### src/rtl/ram_stream_reader.sv
// ---------------------------------------------------------------------------
// ram_stream_reader
//
// Reads a contiguous, wrapping address window from port B of the register-bank
// dual-port SRAM and emits it as a byte stream with valid/ready backpressure.
// The window can optionally be replayed until aborted (waveform playback).
// With a sink that never stalls, the block sustains one beat per clock.
//
// Ports:
//   aclk         clock, shared with the SRAM port B clock
//   areset_n     synchronous, active-low reset
//   start_i      single-cycle start request, sampled only in IDLE
//   abort_i      stop immediately; wins over start_i
//   loop_i       replay the window until aborted (sampled with start_i)
//   base_i       first address of the window (sampled with start_i)
//   len_i        window length in bytes, 0..2**G_ADDR_WIDTH (sampled with start_i)
//   busy_o       high from an accepted start until completion or abort
//   done_o       one-cycle pulse when a non-loop run completes
//   mem_adr_o    SRAM port B address
//   mem_rd_o     SRAM port B read strobe; data returns exactly one cycle later
//   mem_dat_i    SRAM port B read data
//   m_tvalid     stream beat valid
//   m_tready     sink ready
//   m_tdata      stream data
//   m_tlast      final beat of each pass through the window
//   dbg_state_o  current FSM state (0 IDLE, 1 RUN, 2 DRAIN)
//
// Stream handshake: a beat transfers on every rising edge where m_tvalid and
// m_tready are both high. Once m_tvalid is raised, m_tdata and m_tlast hold
// their values until the beat transfers; only abort or reset withdraws it.
// ---------------------------------------------------------------------------
module ram_stream_reader #(
  parameter int G_ADDR_WIDTH = 10,
  parameter int G_DATA_WIDTH = 8
) (
  input  logic                    aclk,
  input  logic                    areset_n,
  input  logic                    start_i,
  input  logic                    abort_i,
  input  logic                    loop_i,
  input  logic [G_ADDR_WIDTH-1:0] base_i,
  input  logic [G_ADDR_WIDTH:0]   len_i,
  output logic                    busy_o,
  output logic                    done_o,
  output logic [G_ADDR_WIDTH-1:0] mem_adr_o,
  output logic                    mem_rd_o,
  input  logic [G_DATA_WIDTH-1:0] mem_dat_i,
  output logic                    m_tvalid,
  input  logic                    m_tready,
  output logic [G_DATA_WIDTH-1:0] m_tdata,
  output logic                    m_tlast,
  output logic [1:0]              dbg_state_o
);

  typedef enum logic [1:0] {
    ST_IDLE  = 2'd0,
    ST_RUN   = 2'd1,
    ST_DRAIN = 2'd2
  } state_t;

  localparam logic [G_ADDR_WIDTH-1:0] C_ADDR_ONE = {{(G_ADDR_WIDTH-1){1'b0}}, 1'b1};
  localparam logic [G_ADDR_WIDTH:0]   C_CNT_ONE  = {{G_ADDR_WIDTH{1'b0}}, 1'b1};

  // Control state
  state_t                  r_state;
  logic                    r_busy;
  logic                    r_done;
  logic [G_ADDR_WIDTH-1:0] r_base;
  logic [G_ADDR_WIDTH:0]   r_len;
  logic                    r_loop;
  logic [G_ADDR_WIDTH-1:0] r_rd_addr;
  logic [G_ADDR_WIDTH:0]   r_rd_cnt;

  // Read issued last cycle; its data is on mem_dat_i this cycle
  logic                    r_inflight;
  logic                    r_inflight_last;

  // Two-entry output buffer
  logic [G_DATA_WIDTH-1:0] r_fifo_dat [0:1];
  logic                    r_fifo_last [0:1];
  logic                    r_wr_ptr;
  logic                    r_rd_ptr;
  logic [1:0]              r_count;

  logic                    w_pop;
  logic                    w_push;
  logic [2:0]              w_credit;
  logic                    w_issue;
  logic [G_ADDR_WIDTH:0]   w_len_m1;
  logic                    w_last_issue;
  logic                    w_last_pop;

  assign m_tvalid = (r_count != 2'd0);
  assign m_tdata  = r_fifo_dat[r_rd_ptr];
  assign m_tlast  = r_fifo_last[r_rd_ptr] & m_tvalid;

  assign w_pop  = m_tvalid & m_tready;
  assign w_push = r_inflight;

  // Slots that will be committed after this edge: buffered + returning - leaving.
  // A pop implies a non-empty buffer, so the subtraction never underflows.
  // Issuing only while this is below 2 is what keeps the buffer from overflowing
  // while still allowing one read per cycle when the sink keeps up.
  assign w_credit = {1'b0, r_count} + {2'b00, r_inflight} - {2'b00, w_pop};
  assign w_issue  = (r_state == ST_RUN) && (w_credit < 3'd2);

  assign w_len_m1     = r_len - C_CNT_ONE;
  assign w_last_issue = (r_rd_cnt == w_len_m1);
  assign w_last_pop   = w_pop & m_tlast;

  assign mem_rd_o    = w_issue;
  assign mem_adr_o   = r_rd_addr;
  assign busy_o      = r_busy;
  assign done_o      = r_done;
  assign dbg_state_o = r_state;

  // -------------------------------------------------------------------------
  // FSM, read counters and in-flight tracking
  // -------------------------------------------------------------------------
  always_ff @(posedge aclk) begin
    if (!areset_n) begin
      r_state         <= ST_IDLE;
      r_busy          <= 1'b0;
      r_done          <= 1'b0;
      r_base          <= '0;
      r_len           <= '0;
      r_loop          <= 1'b0;
      r_rd_addr       <= '0;
      r_rd_cnt        <= '0;
      r_inflight      <= 1'b0;
      r_inflight_last <= 1'b0;
    end else if (abort_i) begin
      // Dropping r_inflight makes the read returning next cycle vanish
      r_state         <= ST_IDLE;
      r_busy          <= 1'b0;
      r_done          <= 1'b0;
      r_inflight      <= 1'b0;
      r_inflight_last <= 1'b0;
    end else begin
      r_done          <= 1'b0;
      r_inflight      <= w_issue;
      r_inflight_last <= w_issue & w_last_issue;

      case (r_state)
        ST_IDLE: begin
          if (start_i) begin
            if (len_i == '0) begin
              // Empty window: complete at once without touching the SRAM
              r_done <= 1'b1;
            end else begin
              r_base    <= base_i;
              r_len     <= len_i;
              r_loop    <= loop_i;
              r_rd_addr <= base_i;
              r_rd_cnt  <= '0;
              r_busy    <= 1'b1;
              r_state   <= ST_RUN;
            end
          end
        end

        ST_RUN: begin
          if (w_issue) begin
            if (w_last_issue) begin
              if (r_loop) begin
                r_rd_addr <= r_base;
                r_rd_cnt  <= '0;
              end else begin
                r_state <= ST_DRAIN;
              end
            end else begin
              r_rd_addr <= r_rd_addr + C_ADDR_ONE;
              r_rd_cnt  <= r_rd_cnt + C_CNT_ONE;
            end
          end
        end

        ST_DRAIN: begin
          // Only the final beat of the window carries last in non-loop runs
          if (w_last_pop) begin
            r_busy  <= 1'b0;
            r_done  <= 1'b1;
            r_state <= ST_IDLE;
          end
        end

        default: begin
          r_state <= ST_IDLE;
          r_busy  <= 1'b0;
        end
      endcase
    end
  end

  // -------------------------------------------------------------------------
  // Output buffer: captures each returning read with its last flag
  // -------------------------------------------------------------------------
  always_ff @(posedge aclk) begin
    if (!areset_n) begin
      r_fifo_dat[0]  <= '0;
      r_fifo_dat[1]  <= '0;
      r_fifo_last[0] <= 1'b0;
      r_fifo_last[1] <= 1'b0;
      r_wr_ptr       <= 1'b0;
      r_rd_ptr       <= 1'b0;
      r_count        <= 2'd0;
    end else if (abort_i) begin
      r_wr_ptr <= 1'b0;
      r_rd_ptr <= 1'b0;
      r_count  <= 2'd0;
    end else begin
      if (w_push) begin
        r_fifo_dat[r_wr_ptr]  <= mem_dat_i;
        r_fifo_last[r_wr_ptr] <= r_inflight_last;
        r_wr_ptr              <= ~r_wr_ptr;
      end
      if (w_pop) begin
        r_rd_ptr <= ~r_rd_ptr;
      end
      case ({w_push, w_pop})
        2'b10:   r_count <= r_count + 2'd1;
        2'b01:   r_count <= r_count - 2'd1;
        default: r_count <= r_count;
      endcase
    end
  end

endmodule

### config.mk
export PLATFORM = sky130hd
export DESIGN_NAME = ram_stream_reader
export DESIGN_NICKNAME = d
export VERILOG_FILES = /design/src/rtl/ram_stream_reader.sv
export SDC_FILE = /design/constraint.sdc
export NUM_CORES = 1
export LEC_CHECK = 0
export CAP_MARGIN = 20
export CELL_PAD_IN_SITES_DETAIL_PLACEMENT = 0
export CELL_PAD_IN_SITES_GLOBAL_PLACEMENT = 2
export CORE_AREA = 2 2 116 118
export DETAILED_ROUTE_END_ITERATION = 6
export DIE_AREA = 0 0 118 120
export GPL_TIMING_DRIVEN = 0
export HOLD_SLACK_MARGIN = 0.03
export PLACE_DENSITY_LB_ADDON = 0.05
export SETUP_SLACK_MARGIN = 0.3
export SYNTH_ARGS = -nofsm -noshare
export SYNTH_HDL_FRONTEND = slang
export SYNTH_SLANG_ARGS = --single-unit
### constraint.sdc
create_clock -name aclk -period 2.7 [get_ports aclk]
set_input_delay 0.54 -clock aclk [delete_from_list [all_inputs] [get_ports aclk]]
set_output_delay 0.54 -clock aclk [all_outputs]
set_load 0.01 [all_outputs]
### Word level (Yosys, flattened, before mapping)

Memory sizes are Yosys's and may differ from the RTL's. A register that Yosys moved wholly into a read port is not among the register bits.
Cells that the tools add are included.

| storage, ports and cells | value |
|---|---|
| word-level logic and storage cells | 101 |
| bits in registers | 53 |
| memory bits (writable) | 18 |
| memory bits (read-only) | 0 |
| memories | 2 |
| input port bits | 35 |
| bits in latches | 0 |

| cells by class | value |
|---|---|
| mux-type cells | 43 |
| equality and inequality tests | 12 |
| multipliers | 0 |
| $add $sub $neg | 7 |
| bitwise gates (word level) | 10 |
| reduce and logical (&&, ||, !) cells | 13 |
| $lt $le $gt $ge | 1 |
| divide/modulo/power cells | 0 |
| shift-type cells | 0 |

Memories:

| name | depth | width | rd ports | clocked after Yosys merged registers in | write ports | RTL line | RTL |
|---|---|---|---|---|---|---|---|
| r_fifo_dat | 2 | 8 | 1 | 1 | 2 | 79 | `logic [G_DATA_WIDTH-1:0] r_fifo_dat [0:1];` |
| r_fifo_last | 2 | 1 | 1 | 1 | 2 | 80 | `logic r_fifo_last [0:1];` |

Operator list:

| cell | count |
|---|---|
| $mux 11 | 5 |
| $mux 10 | 5 |
| $pmux 11 s2 | 1 |
| $mux 1 | 20 |
| $pmux 10 s2 | 1 |
| $mux 2 | 6 |
| $ne 2x2->1 const B | 6 |
| $reduce_and 6->1 | 2 |
| $add 11x1->11 const B | 1 |
| $eq 11x11->1 | 1 |
| $logic_not 11->1 | 1 |
| $sub 11x1->11 const B | 1 |
| $add 10x1->10 const B | 1 |
| $mux 8 | 1 |
| $reduce_and 4->1 | 2 |
| $reduce_or 8->1 | 1 |
| $not 1->1 | 6 |
| $pmux 2 s3 | 1 |
| $reduce_bool 2->1 | 3 |
| $and 1x1->1 | 4 |
| $eq 2x1->1 const B | 2 |
| $eq 2x2->1 const B | 2 |
| $pmux 2 s2 | 1 |
| $add 2x1->3 | 1 |
| other kinds (11) | 11 |

### Logic depth before layout (Yosys ltp)

Gate-level depths: netlist of run 1.

| logic depth | value |
|---|---|
| word-level depth | 7 |
| depth in mapped cells | 14 |
| mapped depth without buffers | 12 |

### Least setup slack after synthesis of run 1

No wires, ideal clock.

| timing | value |
|---|---|
| path kind | register to register |
| from | reg r_count[1] |
| to | reg r_rd_addr[9] (netlist: mem_adr_o[9]) |
| required time | 2581 ps |
| data arrival time | 2758 ps |
| stages on the path, launching flop included | 13 |
| clock period less this slack | 2876 ps |
| library setup time | 119 ps |
| path slack | -176 ps |
| path buffers | 1 |
| cells stage by stage | dfxtp_1 > inv_1 > nand2_1 > and2_1 > ha_1 > nor2_1 > fa_1 > nand3b_1 > a21boi_0 > o31a_1 > clkbuf_1 > nand2_1 > o221a_2 |

| between the ends | value |
|---|---|
| longest elaborated chain between the ends | 7 |

Ends and longest elaborated chain:

| element | RTL line | RTL |
|---|---|---|
| from (decl) | 83 | `logic [1:0] r_count;` |
| from (signal assigned) | 221 | `2'b10: r_count <= r_count + 2'd1;` |
| from (signal assigned) | 222 | `2'b01: r_count <= r_count - 2'd1;` |
| from (signal assigned) | 223 | `default: r_count <= r_count;` |
| $reduce_bool 2->1 | 93 | `assign m_tvalid = (r_count != 2'd0);` |
| named net m_tvalid | 48 | `output logic m_tvalid,` |
| $and 1x1->1 | 97 | `assign w_pop = m_tvalid & m_tready;` |
| named net w_pop | 85 | `logic w_pop;` |
| $sub 3x1->3 | 104 | `assign w_credit = {1'b0, r_count} + {2'b00, r_inflight} - {2'b00, w_pop};` |
| $lt 3x2->1 | 105 | `assign w_issue = (r_state == ST_RUN) && (w_credit < 3'd2);` |
| $logic_and 1x1->1 | 105 |  |
| $ne 2x2->1 (no source line) | n/a |  |
| $reduce_and 6->1 (no source line) | n/a |  |
| to (signal assigned) | 154 | `r_rd_addr <= base_i;` |
| to (signal assigned) | 166 | `r_rd_addr <= r_base;` |
| to (signal assigned) | 172 | `r_rd_addr <= r_rd_addr + C_ADDR_ONE;` |
| to (decl) | 71 | `logic [G_ADDR_WIDTH-1:0] r_rd_addr;` |

The timed path passes the listed nets, and every way through them passes these cells.
A chain may end at the register's enable or synchronous reset.

### Final worst setup path of run 1

| timing | value |
|---|---|
| from | in m_tready |
| to | out mem_rd_o |

| between the ends | value |
|---|---|
| longest elaborated chain between the ends | 4 |

Ends and longest elaborated chain:

| element | RTL line | RTL |
|---|---|---|
| from (decl) | 49 | `input logic m_tready,` |
| $and 1x1->1 | 97 |  |
| named net w_pop | 85 |  |
| $sub 3x1->3 | 104 |  |
| $lt 3x2->1 | 105 |  |
| $logic_and 1x1->1 | 105 |  |
| to (decl) | 46 | `output logic mem_rd_o,` |

The timed path passes the listed nets, and every way through them passes these cells.

==> results of run 1 <==
## metrics by stage
step	setup slack [ns]	util (%)
after floorplan	0.161	-
after global placement	-0.754	36.2
after detailed placement	-0.713	36.2
after CTS	-0.0476	41.8
after global routing	-0.133	43.8
final	-0.0101	43.8
## kinds of logic after synthesis
group                    Yosys count
flip-flops                        72
AND/OR/NAND/NOR                  156
AO/OA/AOI/OAI                     75
XOR/XNOR                          26
adder cells (fa/ha/maj)            6
multiplexers                      32
buffers and inverters             36
## tightest hold or removal path, delay by kind of cell, from the launching register on
| family | cells | cell delay (ns) |
|---|---|---|
| flip-flops | 1 | 0.31 |
| AND/OR/NAND/NOR | 1 | 0.05 |
| AO/OA/AOI/OAI | 1 | 0.06 |
## per-layer routing
layer  track usage [%]  share of wire, %
met1              21.5                49
met2              25.0                47
met3              2.95               2.7
met4              6.40               1.6
met5                 0                 0
## power by group through the flow
stage	Combinational [mW]	Clock, mW	Sequential (mW)
detailed placement	0.397	0	1.21
global route	0.546	1.38	1.20
CTS	0.465	1.34	1.19
finish	0.503	1.30	1.19
global placement	0.396	0	1.21
floorplan	0.235	0	1.20
## synthesized netlist by cell type, drive strengths merged (3+ instances only)
cell type	count
o221a	9
xor2	15
or3	12
inv	10
nor2b	25
xnor2	11
nor2	17
or4	4
buf	5
o31ai	4
mux2i	24
clkbuf	21
edfxtp	16
nand2	30
o21ai	13
nor4	4
o41ai	10
nand2b	9
ha	5
and2	21
nand4	5
and3	3
mux2	8
nor3	8
dfxtp	56
nand3	11
a21oi	25
## worst paths after layout
kind	slack, ns	to
max	-0.01	mem_rd_o
max reg2reg	0	mem_adr_o[9]
min	0.46	r_fifo_last[1]
min reg2reg	0.46	r_fifo_last[1]
## flip-flops by register name, summed over array words and instances, names as in the netlist, 2 cells and up, named ones only
signal,cells
dbg_state_o,2
mem_adr_o,10
r_base,10
r_count,2
r_fifo_dat,16
r_fifo_last,2
r_len,11
r_rd_cnt,11
## cell type report
class	instances	area [um2]	area share [%]
sequential	72	1620	28.5
timing repair buffer	95	973	17.1
tap	176	220	3.88
multi-input combinational	295	2290	40.4
clock inverter	6	92.6	1.63
buffer	26	215	3.79
inverter	10	37.5	0.661
clock buffer	10	229	4.03
## what timing repair did
item / in CTS / in global routing
endpoints found under the setup margin: 56 / 48
gates cloned: 3 / 1
resized for setup: 45 / 44
buffers inserted: 24 / 8
pin swaps: 11 / 10
==> metrics, run 1 <==
Post-DRT Antenna Nets=0; syn nets=444; first-pass GRT wire length=17,500 um; number of synthesized flops with an enable pin=16; ys async rst share=0%; wire per inst=15.8 um; Worst Path Arrival=2.17 ns; fin nets=550; initial DRC count=140; cts hold-fix bufs=0; CP max FO=2; worst r2r src=r_count[1]; CTS Sinks=72; vias in the first global route=3,203; CTS clk-pin slew, worst paths=0.06 ns; post-synth top area share=29.6%; Sequential Power Share=39.7%; path category of the worst min-delay check=reg2reg; placed cell area=0.00469 mm2; Worst setup EP type=primary output; synth top area cells=dfxtp_1, edfxtp_1, mux2i_1; Clock Power Share=43.5%; antenna violations before repair=0; Worst Tran Pin Value=0.663 ns; max_cap viols=0; Worst Skew=0.00561 ns; Final setup violation count=2; slack of the critical path=-0.0101 ns; final instance area=0.00568 mm2; H-tree Lvls=3; RSZ-0062 raised after global routing=true; largest family of logic cells by synthesized area=simple AND/OR/NAND/NOR gates; cell family with most CP delay=adder cells; commonest non-fill, non-tap cell in the layout=clkdlybuf4s50_1; Setup TNS=-0.0121 ns; largest stage delay on the critical path=0.35 ns; via count=3,293; XOR/XNOR Fraction of Synth Area=6.01%; largest net degree at the start of global routing=14; cell taking the most area after synthesis=dfxtp_1; Hold Path Stages=2; Post-Synth Adder-Cell Area=2.18%; chip height=120 um; failing checks=setup timing; number of fill cells=1,294; Netlist Area Pre-Place=0.00379 mm2; CTS root buf=clkbuf_16; Top cell by count, worst path=nor2_4; worst path bufs/invs=3; worst reg-to-reg path cell count=12; ys flop type=dfxtp_1; cell count after placement=638; Leakage Power=2.16 nW; PwrDens=527 mW/mm2; Final Max Slew Viols=0; Crit. Startpoint=m_tready; yosys warns=0; Cells after Synth=403; # DRC=0; Final Cycle Share=100%; fin crit period=2.71 ns; crit path cell chain=dlygate4sd2_1, and2_4, ha_4, nor2_4, fa_2, xor2_2, buf_4, nand2b_4, nor2_4, buf_6; CTS max path bufs=2; hpwl dp=7220 um; layout cells sized above 1=26.8%; commonest cells after routing, fill and taps aside=clkdlybuf4s50_1, dfxtp_1, nor2b_1, mux2i_1, buf_4; final hold slack=0.456 ns; die width=118 um; full die area=0.0142 mm2; status=complete, but fails checks; core box area=0.0130 mm2; Num CTS Buffers=9; Gate power share=16.8%; startpoint class of the critical path=primary input; Via density=4.77; Seq/Total Area, Yosys=42.3%; Antenna diodes=0; Int Pwr=2.23 mW; worst vdd ir=226 uV; Layout area overhead=50.0%; WP depth=10; flops & latches, synth=72; Fmax=369 MHz; area share of and/or/nand/nor cells after synthesis=23.1%; CP max-delay cell=fa_2; I/O pin count=60; crit path kind=in2out; Switch Pwr=765 uW; number of distinct library cells after synthesis=50; CTS tree=yes; Worst Hold Launch=r_fifo_last[1]; Synth Area in Compound Gates=13.8%; I/O Buffers=59; Post-Route WL=10,900 um; remaining global-route overflow=0; Initial Util=29.2%; Post-Layout Cell Count=690; Final Hold Vio Count=0; Rel. slew slack=55.8%; data required time at the worst endpoint=2.16 ns; FP Rows=42; Pwr Total=2.99 mW; GPL Wtd Cong=0.770; mux contribution to synthesized area=8.72%; Clock Latency Late Sink=0.34 ns; DRT Pass-1 Iters=4; GRT Util Overall=15.9%; syn avg cell area=9.40 um2; Sw Ratio=25.6%
Power figures use the tool's default switching activity.
==> run 2: changes to the inputs <==
--- a/config.mk
+++ b/config.mk
@@ -7,10 +7,11 @@
 export LEC_CHECK = 0
 export CAP_MARGIN = 20
 export CELL_PAD_IN_SITES_DETAIL_PLACEMENT = 0
-export CELL_PAD_IN_SITES_GLOBAL_PLACEMENT = 2
-export CORE_AREA = 2 2 116 118
+export CELL_PAD_IN_SITES_GLOBAL_PLACEMENT = 1
+export CORE_AREA = 2 2 96 98
 export DETAILED_ROUTE_END_ITERATION = 6
-export DIE_AREA = 0 0 118 120
+export DIE_AREA = 0 0 98 100
+export DONT_BUFFER_PORTS = 1
 export GPL_TIMING_DRIVEN = 0
 export HOLD_SLACK_MARGIN = 0.03
 export PLACE_DENSITY_LB_ADDON = 0.05
==> metrics, run 2 (synthesized netlist as in run 1, its figures left out) <==
status=complete, but fails checks (unchanged); failing checks=setup timing (unchanged); first-pass GRT wire length=15,700 um (was 17,500 um); met2 WL=4640 um (was 5070 um); path category of the worst min-delay check=in2reg (was reg2reg); layout cells sized above 1=29.4% (was 26.8%); startpoint class of the critical path=flop (was primary input); Post-Route WL=9870 um (was 10,900 um); cell family with most CP delay=adder cells (unchanged); Antenna diodes=0 (unchanged); largest stage delay on the critical path=0.44 ns (was 0.35 ns); Worst setup EP type=primary output (unchanged); Met3 Routed Length=475 um (was 293 um); placed cell area=0.00402 mm2 (was 0.00469 mm2); Worst Tran Pin Value=0.598 ns (was 0.663 ns); Crit. Startpoint=r_count[1] (was m_tready); via count=3,083 (was 3,293); Via density=5.58 (was 4.77); Post-DRT Antenna Nets=0 (unchanged); commonest non-fill, non-tap cell in the layout=dfxtp_1 (was clkdlybuf4s50_1); max reg flops=16 (unchanged); fin nets=478 (was 550); initial DRC count=91 (was 140); CTS max path bufs=2 (unchanged); Post-Layout Cell Count=553 (was 690); Rel. slew slack=60.2% (was 55.8%); cell count after placement=514 (was 638); I/O Buffers=0 (was 59); Layout area overhead=24.1% (was 50.0%); chip height=100 um (was 120 um); wire per inst=17.9 um (was 15.8 um); max_cap viols=0 (unchanged); full die area=0.00980 mm2 (was 0.0142 mm2); Worst Hold Launch=base_i[4] (was r_fifo_last[1]); GPL Wtd Cong=0.801 (was 0.770); DRT Pass-1 Iters=6 (was 4); Worst Path Arrival=2.16 ns (was 2.17 ns); crit path kind=reg2out (was in2out); GRT Util Overall=20.3% (was 15.9%); CTS clk-pin slew, worst paths=0.09 ns (was 0.06 ns); vias in the first global route=2,984 (was 3,203); largest net degree at the start of global routing=16 (was 14); I/O pin count=60 (unchanged); PwrDens=510 mW/mm2 (was 527 mW/mm2); Final Cycle Share=100% (about the same); worst r2r src=r_count[1] (unchanged); Initial Util=42.6% (was 29.2%); FP Rows=35 (was 42); Worst Skew=0.0137 ns (was 0.00561 ns); wl on met1=4580 um (was 5360 um); CTS root buf=clkbuf_8 (was clkbuf_16); Leakage Power=1.76 nW (was 2.16 nW); biggest regs=r_fifo_dat x16, r_len x11, r_rd_cnt x11 (unchanged); Final Hold Vio Count=0 (unchanged); worst path bufs/invs=2 (was 3); hpwl dp=6530 um (was 7220 um); RSZ-0062 raised after global routing=true (unchanged); antenna violations before repair=0 (unchanged); FF-to-FF setup slack=-0.0003 ns (was 0 ns); slack of the critical path=-0.000312 ns (was -0.0101 ns); CP max FO=3 (was 2); # DRC=0 (unchanged); Final setup violation count=1 (was 2); Fmax=370 MHz (was 369 MHz); final instance area=0.00470 mm2 (was 0.00568 mm2); remaining global-route overflow=0 (unchanged); uppermost layer routed=met4 (unchanged); Top cell by count, worst path=nor2_4 (unchanged); CTS tree=yes (unchanged); fin crit period=2.70 ns (was 2.71 ns); crit path cell chain=inv_4, nand2_4, and2_4, ha_4, nor2_4, fa_2, buf_4, nand2b_4, nor2_4 (was dlygate4sd2_1, and2_4, ha_4, nor2_4, fa_2, xor2_2, buf_4, nand2b_4, nor2_4, buf_6); Num CTS Buffers=9 (unchanged); Biggest register=r_fifo_dat (unchanged); data required time at the worst endpoint=2.16 ns (about the same); Clock Latency Late Sink=0.36 ns (was 0.34 ns); Final Max Slew Viols=0 (unchanged); die width=98 um (was 118 um); CTS Sinks=72 (unchanged); Final Core Density=52.9% (was 43.8%); worst vdd ir=257 uV (was 226 uV); commonest cells after routing, fill and taps aside=dfxtp_1, nor2b_1, mux2i_1, a21oi_1, and2_1 (was clkdlybuf4s50_1, dfxtp_1, nor2b_1, mux2i_1, buf_4); H-tree Lvls=3 (unchanged); core box area=0.00889 mm2 (was 0.0130 mm2); CP max-delay cell=fa_2 (unchanged)
## run 2: final timing paths
kind,end,cells after the start
setup / recovery,mem_rd_o,9
hold / removal,r_base[4],2
setup reg to reg,mem_adr_o[9],12
hold reg to reg,r_fifo_last[1],2
## run 2: power breakdown
group / internal, mW / total (mW) / leakage, nW / switching, mW
logic: 0.180 / 0.372 / 1.04 / 0.193
clock network: 0.351 / 0.826 / 0.0888 / 0.475
registers: 1.14 / 1.20 / 0.626 / 0.0581
total: 1.67 / 2.40 / 1.76 / 0.726
## run 2: layout make-up
cell class	count	area [um2]
inverters	10	40.0
clock buffers	9	124
plain buffers	26	215
multi-input cells	295	2310
flip-flops and latches	72	1620
fillers	853	4190
repair buffers	23	190
clock inverters	7	61.3
well taps	111	139
## run 2: per-layer routing
metal / global-route usage, % / vias to the layer above
met2: 32.3 / 63
met1: 27.3 / 1485
met4: 8.23 / 0
met3: 4.11 / 14
met5: 0 / -
li1: - / 1521
## run 2: metrics by stage
step                setup WS [ns]    TNS, ns  total power, mW  hold WS, ns
global placement           -0.163      -2.88             1.51        0.446
CTS                       -0.0209     -0.130             2.38        0.332
floorplan                   0.161          0             1.44        0.425
finish                  -0.000312  -0.000312             2.40        0.343
detailed placement         -0.127      -1.87             1.51        0.447
global route               -0.111      -1.75             2.50        0.341
## run 2: repair_timing
| action | in CTS | in global routing |
|---|---|---|
| pin swaps | 12 | 9 |
| buffers inserted | 11 | 9 |
| hold buffers | 0 | 0 |
| gates resized for setup | 44 | 33 |
| cloned | 3 | 0 |
| endpoints found under the setup margin | 47 | 47 |
==> run 3: changes to the inputs <==
--- a/config.mk
+++ b/config.mk
@@ -8,9 +8,9 @@
 export CAP_MARGIN = 20
 export CELL_PAD_IN_SITES_DETAIL_PLACEMENT = 0
 export CELL_PAD_IN_SITES_GLOBAL_PLACEMENT = 1
-export CORE_AREA = 2 2 96 98
+export CORE_AREA = 2 2 89 91
 export DETAILED_ROUTE_END_ITERATION = 6
-export DIE_AREA = 0 0 98 100
+export DIE_AREA = 0 0 91 93
 export DONT_BUFFER_PORTS = 1
 export GPL_TIMING_DRIVEN = 0
 export HOLD_SLACK_MARGIN = 0.03
==> constraint.sdc (replaced) <==
create_clock -name aclk -period 3.2 [get_ports aclk]
set_input_delay 0.64 -clock aclk [delete_from_list [all_inputs] [get_ports aclk]]
set_output_delay 0.64 -clock aclk [all_outputs]
set_load 0.01 [all_outputs]
==> metrics, run 3 (synthesized netlist as in run 1, its figures left out) <==
PwrDens=448 mW/mm2 (was 510 mW/mm2); full die area=0.00846 mm2 (was 0.00980 mm2); grt met3 use=4.75% (was 4.11%); H-tree Lvls=3 (unchanged); FP Rows=32 (was 35); Biggest register=r_fifo_dat (unchanged); chip height=93 um (was 100 um); via count=2,948 (was 3,083); hpwl dp=6170 um (was 6530 um); Final Core Density=57.6% (was 52.9%); worst reg-to-reg path cell count=13 (was 12); commonest non-fill, non-tap cell in the layout=dfxtp_1 (unchanged); slack of the critical path=0.368 ns (was -0.000312 ns); Via density=5.59 (was 5.58); status=finished, final reports clean (was complete, but fails checks); GPL Wtd Cong=0.810 (was 0.801); wire per inst=17.0 um (was 17.9 um); CTS tree=yes (unchanged); Post-Layout Cell Count=527 (was 553); final hold slack=0.448 ns (was 0.343 ns); Leakage Power=1.61 nW (was 1.76 nW); number of fill cells=701 (was 853); core box area=0.00753 mm2 (was 0.00889 mm2); Worst Path Arrival=3.12 ns (was 2.16 ns); CP max FO=5 (was 3); Crit. Startpoint=r_count[1] (unchanged); placed cell area=0.00392 mm2 (was 0.00402 mm2); max reg flops=16 (unchanged); Antenna diodes=0 (unchanged); worst r2r dst=r_rd_cnt[8] (was mem_adr_o[9]); worst vdd ir=209 uV (was 257 uV); antenna violations before repair=0 (unchanged); Worst Skew=0.0108 ns (was 0.0137 ns); Fmax=353 MHz; CTS max path bufs=2 (unchanged); worst r2r src=r_count[1] (unchanged); Post-Route WL=8970 um (was 9870 um); area of the multi-input gates=0.00218 mm2 (was 0.00231 mm2); remaining global-route overflow=0 (unchanged); layout cells sized above 1=18.8% (was 29.4%); Worst Tran Pin Value=0.659 ns (was 0.598 ns); largest stage delay on the critical path=0.40 ns (was 0.44 ns); cell count after placement=505 (was 514); final instance area=0.00433 mm2 (was 0.00470 mm2); Final Max Slew Viols=0 (unchanged); Initial Util=50.3% (was 42.6%); Setup TNS=0 ns (was -0.000312 ns); initial DRC count=109 (was 91); path category of the worst min-delay check=in2reg (unchanged); DRT Pass-1 Iters=4 (was 6); Setup crit end=r_rd_cnt[8] (was mem_rd_o); Reg area=0.00161 mm2 (was 0.00162 mm2); cts hold-fix bufs=0 (unchanged); Pwr Total=1.94 mW (was 2.40 mW); busiest grt layer=met2 (unchanged); RSZ-0062 raised after global routing=true (unchanged); Hold Path Stages=2 (unchanged); biggest regs=r_fifo_dat x16, r_len x11, r_rd_cnt x11 (unchanged); Clock Latency Late Sink=0.35 ns (was 0.36 ns); CP max-delay cell=fa_2 (unchanged); vias in the first global route=2,926 (was 2,984); max_cap viols=0 (unchanged); CTS root buf=clkbuf_8 (unchanged); Final setup violation count=0 (was 1); I/O Buffers=0 (unchanged); Rel. slew slack=56.1% (was 60.2%); Layout area overhead=14.4% (was 24.1%); startpoint class of the critical path=flop (unchanged); CTS Sinks=72 (unchanged); CTS clk-pin slew, worst paths=0.09 ns (about the same); commonest cells after routing, fill and taps aside=dfxtp_1, nand2_1, nor2b_1, mux2i_1, a21oi_1 (was dfxtp_1, nor2b_1, mux2i_1, a21oi_1, and2_1); Post-DRT Antenna Nets=0 (unchanged); crit path kind=reg2reg (was reg2out); met2 Resource Use GR=34.9% (was 32.3%); Num CTS Buffers=9 (unchanged); # DRC=0 (unchanged); Final Cycle Share=88.5%; GRT Util Overall=21.6% (was 20.3%); fin nets=461 (was 478); crit path cell chain=inv_4, nand2_4, and2_4, ha_4, nor2_4, fa_2, xor2_4, nand3b_1, a21boi_4, o31ai_4, buf_4, or3_1, a21oi_1 (was inv_4, nand2_4, and2_4, ha_4, nor2_4, fa_2, buf_4, nand2b_4, nor2_4); Worst setup EP type=flop (was primary output); first-pass GRT wire length=14,400 um (was 15,700 um); largest net degree at the start of global routing=16 (unchanged); FF-to-FF setup slack=0.37 ns (was -0.0003 ns); Final Hold Vio Count=0 (unchanged); grt met1 use=28.7% (was 27.3%); die width=91 um (was 98 um); fin crit period=2.83 ns; post-place setup slack=-0.0642 ns (was -0.127 ns); I/O pin count=60 (unchanged); data required time at the worst endpoint=3.49 ns (was 2.16 ns)
[run 3: cell types whose count changed in the layout (fill, tap and decap cells not counted), moves of 4 or more]
cell,before,now
buf_4,19,10
buf_8,4,0
clkbuf_8,13,9
dfxtp_1,48,52
dfxtp_2,5,1
nand2_1,19,28
nand2_2,9,1
o21ai_0,5,10
o21ai_1,8,3
[run 3: cell type report]
| class | count | share of cell area, % |
|---|---|---|
| Multi-Input combinational cell | 295 | 50.2 |
| Sequential cell | 72 | 37.2 |
| Buffer | 26 | 3.32 |
| Tap cell | 102 | 2.94 |
| Clock buffer | 9 | 2.86 |
| Clock inverter | 7 | 1.41 |
| Timing Repair Buffer | 6 | 1.04 |
| Inverter | 10 | 0.982 |
[run 3: what timing repair did]
item	CTS	global route
setup endpoints to repair	44	44
buffers inserted	1	4
pin swaps	3	11
cloned	0	1
resized for setup	18	48
endpoints found under the hold margin	0	0
[run 3: critical path, delay by kind of cell (launching register included)]
family	cells	cell delay, ns
AOI/OAI and AO/OA	3	0.55
xor gates and xnor gates	1	0.19
adders and majority gates	2	0.67
buffers and inverters	2	0.24
DFF	1	0.38
and+or+nand+nor	5	0.74
[run 3: worst min-delay path by stage]
stage	from	to	slack [ns]
3_5_place_dp	r_fifo_last[0]	r_fifo_last[0]	0.45
5_1_grt	len_i[9]	r_len[9]	0.45
2_1_floorplan	r_inflight_last	r_fifo_last[0]	0.42
3_3_place_gp	r_inflight_last	r_fifo_last[0]	0.44
4_1_cts	base_i[4]	r_base[4]	0.44
6_report	base_i[4]	r_base[4]	0.45
[run 3: power breakdown]
part	internal [mW]	switching, mW	total (mW)
clock network	0.296	0.389	0.684
logic	0.112	0.141	0.253
registers	0.961	0.0451	1.01
total	1.37	0.574	1.94
[run 3: metal layers]
layer | routed length, um | vias up | share of wire, %
met3 | 472 | 11 | 5.3
li1 | - | 1482 | -
met1 | 4200 | 1395 | 47
met5 | 0 | - | 0
met4 | 126 | 0 | 1.4
met2 | 4170 | 60 | 47
